==> src/rtl/counter.sv <==
// Parameterised synchronous up-counter with parallel load, count enable and
// synchronous active-low clear. The output comes straight from the count register.
module counter #(
   parameter int WIDTH = 5
) (
   input  logic             clk,
   input  logic             rst,
   input  logic [WIDTH-1:0] cnt_in,
   input  logic             load,
   input  logic             enab,
   output logic [WIDTH-1:0] cnt_out
);

   logic [WIDTH-1:0] cnt_q;
   logic [WIDTH-1:0] cnt_d;

   // Load beats enable; the increment wraps naturally modulo 2^WIDTH.
   always_comb begin
      cnt_d = cnt_q;
      if (load) begin
         cnt_d = cnt_in;
      end else if (enab) begin
         cnt_d = cnt_q + WIDTH'(1);
      end
   end

   always_ff @(posedge clk) begin
      if (!rst) begin
         cnt_q <= '0;
      end else begin
         cnt_q <= cnt_d;
      end
   end

   assign cnt_out = cnt_q;

endmodule

==> config.mk <==
export PLATFORM = sky130hd
export DESIGN_NAME = counter
export DESIGN_NICKNAME = d
export VERILOG_FILES = /design/src/rtl/counter.sv
export SDC_FILE = /design/constraint.sdc
export NUM_CORES = 1
export LEC_CHECK = 0
export ABC_AREA = 1
export CAP_MARGIN = 10
export CORE_AREA = 5 5 42 44
export CTS_CLUSTER_SIZE = 12
export DETAILED_ROUTE_END_ITERATION = 10
export DIE_AREA = 0 0 47 49
export GPL_TIMING_DRIVEN = 1
export SYNTH_ARGS = -nofsm -noshare
export SYNTH_HDL_FRONTEND = slang
export SYNTH_SLANG_ARGS = --single-unit
==> constraint.sdc <==
create_clock -name clk -period 2.5 [get_ports clk]
set_clock_uncertainty 0.1 [all_clocks]
set_input_delay 0.75 -clock clk [delete_from_list [all_inputs] [get_ports clk]]
set_output_delay 0.75 -clock clk [all_outputs]
set_load 0.01 [all_outputs]
==> impl_metrics.json <==
{
  "post_cts_buffers": 0,
  "core_region_area_um2": 1400,
  "cp_num_buf_inv": 1,
  "fin_nets": 70,
  "fin_crit_ps": 2140,
  "intPower_mw": 0.173,
  "synth_most_common_cell": "nand2_1",
  "cts-resized-gates": 0,
  "grt_start_max_net_pins": 9,
  "clockBufferDepth": 2,
  "crit_type": "reg2out",
  "grt_pass1_wl_um": 1120,
  "htree_num_levels": 1,
  "comb_power_share": 0.198,
  "area.growth.synth_to_final_pct": 54.5,
  "crit_family": "buffers and inverters",
  "netlist_instances": 43,
  "max-vdd-ir-drop_v": 0.000180,
  "status": "complete, no violations",
  "maxCapViolations": 0,
  "yosysTopAreaCell": "dfxtp_1",
  "start_kind": "register",
  "grt_pass1_vias": 276,
  "crit_fanout": 7,
  "crit_chain": "clkdlybuf4s50_1",
  "route.detailed.drc": 0,
  "syn_area_um2": 303,
  "crit_path_end_kind": "primary output",
  "via_per_inst": 4.40,
  "synth_top_flop_cell": "dfxtp_1",
  "slowest_delay_ps": 590,
  "preCtsSetupSlack_ps": 473,
  "max_freq_mhz": 468,
  "critical_path_arrival_ps": 1290,
  "num_antenna_cells": 0,
  "yosys.area.top_type_share": 0.331,
  "holdCritPathClass": "reg2reg",
  "hold_violations": 0,
  "grt_use_total": 0.0712,
  "routed_wl_um": 736,
  "p_per_area_nw_per_um2": 497,
  "p_seq_frac": 0.399,
  "critical_path_required_ps": 1650,
  "yosysSeqAreaShare": 0.331,
  "dieArea_um2": 2300,
  "p_clk_frac": 0.402,
  "drv_slew": 0,
  "rsz0062_at_grt": "false",
  "synthDistinctLibCells": 15,
  "detail_route.wl_per_cell_um": 9.81,
  "die_y_um": 49,
  "synth_nets": 53,
  "synthTopCellsByArea": "dfxtp_1 33%, nand2_1 15%, nand3_1 8.3%",
  "syn_avg_cell_area_um2": 7.04,
  "swShare": 0.256,
  "setup_ws_ps": 361,
  "drive_gt1_frac": 0.0847,
  "relSlewSlack": 0.768,
  "yosys_warnings": 0,
  "synth-edff-count": 0,
  "die-width_um": 47,
  "clock-sinks": 5,
  "clkTransAtPathRegs_ps": 40,
  "io_buffer_count": 13,
  "setup_viol": 0,
  "p_leak_nw": 0.210,
  "dr.pass1.iters": 4,
  "dp_hpwl_um": 571,
  "net-switching-power_mw": 0.0596,
  "vias": 330,
  "cts_buffers": 3,
  "cts_tree": "yes",
  "synthArstFlopShare": 0,
  "start_util": 0.216,
  "cts_hold_buf": 0,
  "synth_seq_cells": 5,
  "pin_count": 14,
  "num_rows": 14,
  "grt_overflow_total": 0,
  "largest_reg_flops": 5,
  "yosys-top-cells-count": "12 x nand2_1, 6 x inv_1, 5 x dfxtp_1, 5 x nand3_1, 3 x a21oi_1",
  "drtAntennaViolNets": 0,
  "min_period_over_period": 0.856,
  "drt_iter0_drc": 3,
  "cts_root_buf": "clkbuf_4",
  "tightest_slew_ps": 346,
  "finalSetupTns_ps": 0,
  "cpMaxStageDelayCell": "clkdlybuf4s50_1",
  "gp_congestion": 0.750,
  "insertion_delay_ps": 240,
  "antenna_found_initial": 0
}
## cell families (layout without fill, tap and decap cells)
family / Yosys count / after routing / synth area share
AND/OR/NAND/NOR: 22 / 22 / 0.347
flip-flops: 5 / 5 / 0.331
buffers and inverters: 7 / 23 / 0.112
XOR/XNOR: 1 / 1 / 0.0289
AO/OA/AOI/OAI: 7 / 7 / 0.140
adder cells (fa/ha/maj): 1 / 1 / 0.0413
## power by group through the flow
| stage | Sequential (mW) | Combinational [mW] | Clock, mW |
|---|---|---|---|
| global route | 0.0934 | 0.0514 | 0.105 |
| CTS | 0.0928 | 0.0470 | 0.101 |
| global placement | 0.0943 | 0.0467 | 0 |
| finish | 0.0930 | 0.0461 | 0.0937 |
| floorplan | 0.0951 | 0.0195 | 0 |
| detailed placement | 0.0942 | 0.0466 | 0 |
## final cells by class
| type | instances | area [um2] |
|---|---|---|
| fill | 171 | 933 |
| multi-input combinational | 31 | 169 |
| timing repair buffer | 13 | 130 |
| sequential | 5 | 100 |
| clock buffer | 4 | 26.3 |
| inverter | 6 | 22.5 |
| tap | 16 | 20.0 |
## final timing paths
path | start | cells after the start | endpoint | slack, ps
max | cnt_out[2] | 1 | cnt_out[2] | 360
min | cnt_out[4] | 4 | cnt_out[4] | 500
max reg2reg | cnt_out[0] | 4 | cnt_out[2] | 1330
min reg2reg | cnt_out[4] | 4 | cnt_out[4] | 500
## metal layers
metal  vias to the layer above  global-route usage  part of all wire
li1                        175                   -                 -
met3                         0              0.0554              0.12
met2                        14              0.0950              0.44
met1                       141              0.0771              0.43
met5                         -                   0                 0
met4                         0              0.0415                 0
## layout by cell type (no fill, tap or decap)
cell type	count
ha_1	1
nor2_4	1
dfxtp_1	5
inv_1	6
nand4_1	2
nor3_1	1
clkdlybuf4s50_1	13
a21oi_1	3
nand3_1	5
clkbuf_4	3
o21ai_0	1
clkbuf_1	1
a22oi_1	1
a21boi_0	2
xor2_1	1
nand2_1	12
nor2_2	1
## per-stage QoR
stage | cell area [um2] | utilization | power, mW | hold WS [ps] | instances
after floorplan | 303 | - | 0.115 | 500 | 43
after global placement | 442 | 0.315 | 0.141 | 489 | 71
after detailed placement | 442 | 0.315 | 0.141 | 495 | 71
after CTS | 468 | 0.334 | 0.240 | 504 | 75
after global routing | 468 | 0.334 | 0.250 | 539 | 75
final | 468 | 0.334 | 0.233 | 496 | 75
(Power assumes the default switching activity.)
